[src/rtl/fifo8_burst_reader.sv]
// Burst read controller for FIFO_8: mirrors occupancy from the writer's wen and streams len bytes downstream.
// Optional stall abort is enabled by defining READER_TIMEOUT_EN.
module fifo8_burst_reader #(
  parameter int DEPTH   = 8,
  parameter int WIDTH   = 8,
  parameter int TIMEOUT = 16
) (
  input  logic             clk,
  input  logic             rst,
  input  logic             wr_seen,
  input  logic             start,
  input  logic [3:0]       len,
  output logic             fifo_ren,
  input  logic [WIDTH-1:0] fifo_dout,
  input  logic             fifo_error,
  output logic [WIDTH-1:0] out_data,
  output logic             out_valid,
  output logic             busy,
  output logic             done,
  output logic             rd_err,
  output logic             timeout
);

  localparam int OCC_W  = $clog2(DEPTH + 1);
  localparam int STAGES = 1;

  typedef enum logic [1:0] {IDLE, RUN, DRAIN, DONE} state_t;

  state_t           state, state_nxt;
  logic [OCC_W-1:0] occ;
  logic [3:0]       remaining;
  // [0]: FIFO data/error valid this cycle, [1]: captured byte presented downstream
  logic [STAGES:0]  vld_pipe;

  logic       accept;
  logic       rd_bad;
  logic       last_rd;
  logic       to_hit;
  logic [3:0] len_clamp;

  assign accept    = (state == IDLE) & start;
  assign rd_bad    = vld_pipe[0] & fifo_error;
  assign len_clamp = (len > 4'd8) ? 4'd8 : len;
  assign fifo_ren  = (state == RUN) & (remaining != 4'd0) & (occ != '0);
  assign last_rd   = fifo_ren & (remaining == 4'd1);
  assign busy      = (state != IDLE);
  assign done      = (state == DONE);
  assign out_valid = vld_pipe[STAGES];

`ifdef READER_TIMEOUT_EN
  localparam int ST_W = $clog2(TIMEOUT + 1);

  logic [ST_W-1:0] stall_cnt;
  logic            stall;

  assign stall  = (state == RUN) & (remaining != 4'd0) & (occ == '0);
  assign to_hit = stall & (stall_cnt == ST_W'(TIMEOUT - 1));

  always_ff @(posedge clk) begin
    if (rst) begin
      stall_cnt <= '0;
      timeout   <= 1'b0;
    end else begin
      if (stall && !to_hit) stall_cnt <= stall_cnt + ST_W'(1);
      else                  stall_cnt <= '0;
      if (accept)      timeout <= 1'b0;
      else if (to_hit) timeout <= 1'b1;
    end
  end
`else
  assign to_hit  = 1'b0;
  assign timeout = 1'b0;
`endif

  always_comb begin
    state_nxt = state;
    case (state)
      IDLE:    if (start) state_nxt = (len == 4'd0) ? DONE : RUN;
      RUN: begin
        if (last_rd)     state_nxt = DRAIN;
        else if (to_hit) state_nxt = DONE;
      end
      DRAIN:   state_nxt = DONE;
      DONE:    state_nxt = IDLE;
      default: state_nxt = IDLE;
    endcase
  end

  always_ff @(posedge clk) begin
    if (rst) begin
      state     <= IDLE;
      occ       <= '0;
      remaining <= 4'd0;
      vld_pipe  <= '0;
      out_data  <= '0;
      rd_err    <= 1'b0;
    end else begin
      state    <= state_nxt;
      vld_pipe <= {vld_pipe[0] & ~fifo_error, fifo_ren};
      if (vld_pipe[0] && !fifo_error) out_data <= fifo_dout;

      // A FIFO error means our mirror is out of step with the buffer; resync to empty.
      if (rd_bad)                                     occ <= '0;
      else if (fifo_ren)                              occ <= occ - OCC_W'(1);
      else if (wr_seen && (occ < OCC_W'(DEPTH)))      occ <= occ + OCC_W'(1);

      if (accept)        remaining <= len_clamp;
      else if (fifo_ren) remaining <= remaining - 4'd1;
      else if (to_hit)   remaining <= 4'd0;

      if (accept)      rd_err <= 1'b0;
      if (rd_bad)      rd_err <= 1'b1;
    end
  end

endmodule
[config.mk]
export PLATFORM = sky130hd
export DESIGN_NAME = fifo8_burst_reader
export DESIGN_NICKNAME = d
export VERILOG_FILES = /design/src/rtl/fifo8_burst_reader.sv
export SDC_FILE = /design/constraint.sdc
export NUM_CORES = 1
export LEC_CHECK = 0
export ABC_AREA = 0
export BUFFER_PORTS_ARGS = -buffer_cell sky130_fd_sc_hd__buf_4
export CAP_MARGIN = 20
export CORE_ASPECT_RATIO = 1.25
export CORE_MARGIN = 2
export CORE_UTILIZATION = 30
export DETAILED_ROUTE_END_ITERATION = 8
export SLEW_MARGIN = 40
export SYNTH_ARGS = -nofsm -noshare
export SYNTH_HDL_FRONTEND = slang
export SYNTH_SLANG_ARGS = --single-unit
[constraint.sdc]
create_clock -name clk -period 2.9 [get_ports clk]
set_input_delay 0.29 -clock clk [delete_from_list [all_inputs] [get_ports clk]]
set_output_delay 0.29 -clock clk [all_outputs]
set_load 0.005 [all_outputs]
---- Word level (Yosys, flattened, before mapping) ----
Index checks and enable logic that the tools add are counted.
word-level totals
  bits of input ports ..................... 17
  register bits after elaboration ......... 21
  word-level logic and storage cells ...... 48
operators by class
  muxes and demuxes ....................... 11
  add/subtract/negate cells ............... 3
  equality and inequality tests ........... 6
  bitwise operators ....................... 7
  reductions and logical operators ........ 13
  magnitude comparators ................... 2
operators by type and width
  cell                 count
  $mux 4               5
  $pmux 2 s4           1
  $reduce_bool 2->1    4
  $reduce_bool 4->1    2
  $sub 4x1->4 const B  2
  $and 1x1->1          6
  $mux 2               3
  $add 4x1->4 const B  1
  $eq 2x2->1 const B   2
  $eq 4x1->1 const B   1
  $gt 4x4->1 const B   1
  $logic_not 4->1      1
  $lt 4x4->1 const B   1
  $ne 2x2->1 const B   2
  $eq 2x1->1 const B   1
  $logic_and 1x1->1    2
  $logic_not 2->1      1
  $mux 1               2
  $reduce_and 2->1     1
  $reduce_or 2->1      1
  $logic_not 1->1      1
  $not 1->1            1

---- Depth between registers and ports, before layout ----
  depth in word-level cells ............... 6
  mapped depth ............................ 11

---- Worst setup path before layout ----
Ideal clock, no wire load.
  kind .................................... register -> register
  from .................................... register occ[3]
  to ...................................... register occ[3]
  period minus slack after synthesis ...... 2.237 ns
  arrival time ............................ 2.174 ns
  slack ................................... 0.663 ns
  required time ........................... 2.838 ns
  path buffers ............................ 1
  library setup time ...................... 0.062 ns
  stages on the path, launching flop included .. 10
  cell sequence ........................... dfxtp_1 > o41ai_2 > or2_1 > buf_6 > inv_1 > ha_1 > a21oi_1 > nand2_1 > or4_1 > nand3_1
on the way
  longest elaborated chain between the ends .. 3
  elaborated cells on any way between the ends .. 9
ends and longest elaborated chain
  element                                             RTL line  text
  start: declaration                                  30        logic [OCC_W-1:0] occ;
  start signal: assignment                            104       else if (fifo_ren) occ <= occ - OCC_W'(1);
  start signal: assignment                            105       else if (wr_seen && (occ < OCC_W'(DEPTH))) occ <= occ + OCC_W'(1);
  $reduce_bool 4->1 *                                 44        assign fifo_ren = (state == RUN) & (remaining != 4'd0) & (occ != '0);
  $and 1x1->1 *                                       44
  via fifo_ren                                        13        output logic fifo_ren,
  $mux 4 / $reduce_bool 2->1 (equally long branches)  n/a
Mark *: on every way through the listed nets, which the timed path passes. The rest lies on a longest branch. The select of a mux whose other input is x is not followed.
A chain may end at the register's enable or synchronous reset.

---- Worst setup path in the final report ----
  from .................................... register occ[3]
  to ...................................... register occ[3]
on the way
  longest elaborated chain between the ends .. 3
  elaborated cells on any way between the ends .. 9
ends and longest elaborated chain
  element                                             RTL line
  $add 4x1->4 (tied with other cells)                 105
  $mux 4 (tied with other cells)                      105
  $mux 4 / $reduce_bool 2->1 (equally long branches)  n/a
Several ways; a longest one is shown, not always the timed one. The select of a mux whose other input is x is not followed.

==> flow_results.org <==
** Hold path
- The path class of the tightest hold or removal check is input port to flop.
- The path with the worst hold slack has its endpoint at out_data[7].
- Hold Path Depth :: 3
- The startpoint identified for the worst hold timing path is fifo_dout[7].

** Critical path
- STA classifies the critical path startpoint as a flop.
- The startpoint identified for the worst register-to-register timing path is occ[3].
- Slowest stage cell on the critical path :: sky130_fd_sc_hd__o41ai_2
- Crit path launch :: occ[3]
- In this run the register-to-register setup slack is about 0.50 ns.
- The number of buffers and inverters on the critical path is 1.
- For the worst setup path, the data required time is approximately 3.1 ns.
- WS Path Type :: flop to flop
- Critical path's largest stage delay :: 0.58 ns
- Worst Path Arrival :: about 2.6 ns
- The worst setup path is captured at a flop.
- Top delay family on crit path :: simple AND/OR/NAND/NOR gates
- In this run the worst path has a maximum fanout of 6.
- Walking the worst path, the cells encountered are o41ai_2 -> or2_1 -> inv_1 -> ha_1 -> a21oi_1 -> nand2_1 -> or4_1 -> nand3_1.
- Destination of the worst register-to-register timing path :: occ[3]
- Logic depth of the worst register-to-register path :: 8

** Final layout
- From synthesis to final layout, the design area changed by 26.0%.
- The number of antenna diodes in the final layout is 0.
- Registers take about 420 sq um.
- Final Net Count :: between 150 and 200
- In the final layout, the share of cells above drive strength 1 is 0.222.
- Multi-input combinational cell area :: between 600 and 700 sq um
- # fillers :: ~360

** Synthesis
- Post-Synthesis Mean Instance Area :: between 8 and 9 sq um
- Among all cell types in the netlist, the one instantiated most often is sky130_fd_sc_hd__dfxtp_1.
- For this run, the leading register cell type out of synthesis is sky130_fd_sc_hd__dfxtp_1.
- Dominant cell type by area after synthesis :: sky130_fd_sc_hd__dfxtp_1
- Counting flops with an async set or reset pin after synthesis yields a share of 0.
- Summing every instance area after synthesis gives 1100 sq um.
- The Yosys step of the flow raised 0 warnings.
- Most common library cells after synthesis :: sky130_fd_sc_hd__dfxtp_1, sky130_fd_sc_hd__nand2_1, sky130_fd_sc_hd__a21oi_1
- Sorting the synthesized cells by area gives the leading types as sky130_fd_sc_hd__dfxtp_1, sky130_fd_sc_hd__ha_1, sky130_fd_sc_hd__a21oi_1, sky130_fd_sc_hd__nand2_1, sky130_fd_sc_hd__inv_1.
- Netlist cell types :: 36
- Sequential cell area fraction in the yosys report :: 0.384
- Top-area cell type share of the netlist area :: 0.384
- Synthesis produced a netlist with a net count of between 150 and 200.
- Post-Synthesis Cells :: 130
- Number of flops mapped to enable cells by yosys :: 0
- The synthesized design contains 21 register bits.

** Route
- Detailed-route wire length per cell :: ~12 um
- The routed design has 2.38 mm of wire.
- For this block, the initial DRC count from the detailed router was a little under 60.
- In this run the remaining antenna-violating nets after routing total 0.
- DRT Pass-1 Iters :: 4
- For this run, design rule violations remaining after detail routing come to 0.
- Via total after detailed routing :: 965
- Dividing the detail-routed via count by the number of cells gives 4.90.

** Pwr
- The share of total power dissipated in sequential elements is 0.390.
- Clk network pwr share :: 0.171
- Summed over all cells, the static leakage comes to between 0.5 and 0.6 nW.
- Of the total power, combinational logic draws 0.439.
- For this design the ratio of total power to cell area is 787 nW/um^2.
- Sw frac :: 0.381
- Internal Dissipation :: between 0.6 and 0.7 mW
- The analysis attributes to net switching a power of a little over 0.4 mW.
- VDD sags by at most between 0.4 and 0.5 mV.

** Placed design
- Port Buffers :: 29
- Placer congestion estimate :: between 0.8 and 0.9
- Summed over all nets, the half-perimeter wirelength after detailed placement is approximately 1.9 mm.

** Timing
- The number of pins with negative max-slew slack in the final report is 0.
- Setup violation total in the final timing report :: 0
- Highest clock frequency the design can meet :: ~420 MHz
- Final hold analysis gives a worst-case slack of around 0.28 ns.
- Remaining max-slew budget at the tightest pin :: 0.642
- Unrepaired setup endpoints after global routing :: no
- The number of endpoints with negative hold slack in the final report was 0.
- Final worst-path cycle share :: 0.828
- Total Neg Setup Slack :: 0 ns
- Worst Clk Skew :: ~0.0016 ns
- Transition at the pin with the smallest max-transition slack :: 0.531 ns
- Minimum clock period :: 2.40 ns

** Clocking
- Hold_buf cts :: 0
- TritonCTS sink count :: 21
- Worst-skew pair later-pin latency :: between 0.2 and 0.3 ns
- Clock-pin slew was measured on the worst setup and hold paths at about 0.070 ns.
- Clock Tree Root :: sky130_fd_sc_hd__clkbuf_8
- Once the clock tree was built, the resizer swapped 0 gates to a different size.
- Number of buffers created by CTS :: 3
- In this run the number of H-tree levels came out at 1.
- TritonCTS built the clock tree.
- Buffers added to address setup during post-CTS repair amount to 0.
- Longest Clk Path Bufs :: 2

** Global route
- Maximum number of pins on one net before global-route repair :: 21
- The number of antenna violations at the first check in global routing is 0.
- The first global-routing pass estimated between 4 and 5 mm of wire.
- Number of global-route vias before repair :: ~970
- GR Overflow Total :: 0
- GRT Overall Usage :: 0.122

** Floorplan
- Initial cell density of the core :: 0.315
- Number of primary I/O pins :: 31
- Area of the die :: slightly above 4000 sq um
- Y dimension of the die :: 71.6 um
- The floorplan step set the die width to 58.1 um.
- Site Rows :: 24
- Core Box Area :: 3480 sq um

** Status
- Status :: complete, no violations

** Job
- # Max-Cap Violations :: 0
how the worst max path moves through the flow:
stage | to | slack, ns | cells past startpoint
detailed placement | occ[3] | 0.54 | 8
global placement | occ[3] | 0.69 | 8
global route | occ[3] | 0.30 | 8
finish | occ[3] | 0.50 | 8
CTS | occ[3] | 0.52 | 8
floorplan | occ[3] | 0.66 | 9
cell families after synthesis:
group | after synthesis | share of synthesized area
simple gates | 43 | 0.191
compound gates | 34 | 0.200
flops | 21 | 0.384
buf+inv | 17 | 0.0685
fa+ha+maj | 10 | 0.121
xor+xnor | 3 | 0.0240
other cells | 1 | 0.00342
mux | 1 | 0.00913
registers in the layout, indices dropped and copies added (netlist names):
signal / count
rd_err: 1
state: 2
occ: 4
remaining: 4
vld_pipe: 2
out_data: 8
cell usage in the layout (no fill, tap or decap), drive strengths merged:
cell type,instances
nor3b,1
a21o,1
a21oi,16
nor2b,1
a22oi,1
o21ai,6
o41ai,1
conb,1
o22ai,1
mux2i,1
fa,1
a211oi,3
ha,9
clkbuf,4
or4b,1
nor2,7
nor4,2
nor4b,1
xnor2,3
or4,1
o211ai,1
buf,30
dfxtp,21
nand4,2
or3,2
nand3,3
o2bb2ai,1
inv,11
a311oi,3
nand2,19
or2,1
nand2b,2
through the flow:
step / cell area, sq um / setup WS [ns] / total power, mW / instances / util
after CTS: 1380 / 0.518 / 1.10 / 197 / 0.397
after detailed placement: 1340 / 0.538 / 0.909 / 193 / 0.384
final: 1380 / 0.497 / 1.09 / 197 / 0.397
after global placement: 1340 / 0.691 / 0.877 / 193 / 0.384
after floorplan: 1100 / 0.663 / 0.765 / 130 / -
after global routing: 1380 / 0.304 / 1.19 / 197 / 0.397
final cells by class:
| cell class | instances | area share |
|---|---|---|
| sequential | 21 | 0.304 |
| clock buffer | 4 | 0.0326 |
| multi-input combinational | 92 | 0.435 |
| tap | 39 | 0.0353 |
| inverter | 11 | 0.0299 |
| timing repair buffer | 30 | 0.163 |
tightest hold or removal path, cell delays in order:
cell and delay [ns]:
sky130_fd_sc_hd__buf_4 0.10, sky130_fd_sc_hd__nand2_1 0.04, sky130_fd_sc_hd__a21oi_1 0.05
power groups by stage:
| stage | sequential [mW] | clock (mW) | combinational, mW |
|---|---|---|---|
| after floorplan | 0.412 | 0 | 0.354 |
| after global placement | 0.423 | 0 | 0.454 |
| after detailed placement | 0.428 | 0 | 0.481 |
| after CTS | 0.423 | 0.192 | 0.484 |
| after global routing | 0.436 | 0.204 | 0.548 |
| final | 0.424 | 0.186 | 0.477 |
per-layer routing:
layer / track usage / part of all wire / up-vias
li1: - / - / 502
met1: 0.144 / 0.44 / 426
met2: 0.220 / 0.48 / 35
met3: 0.0253 / 0.078 / 2
met4: 0.0310 / 0.0042 / 0
met5: 0 / 0 / -
No activity file was read; power rests on OpenSTA's default activity.
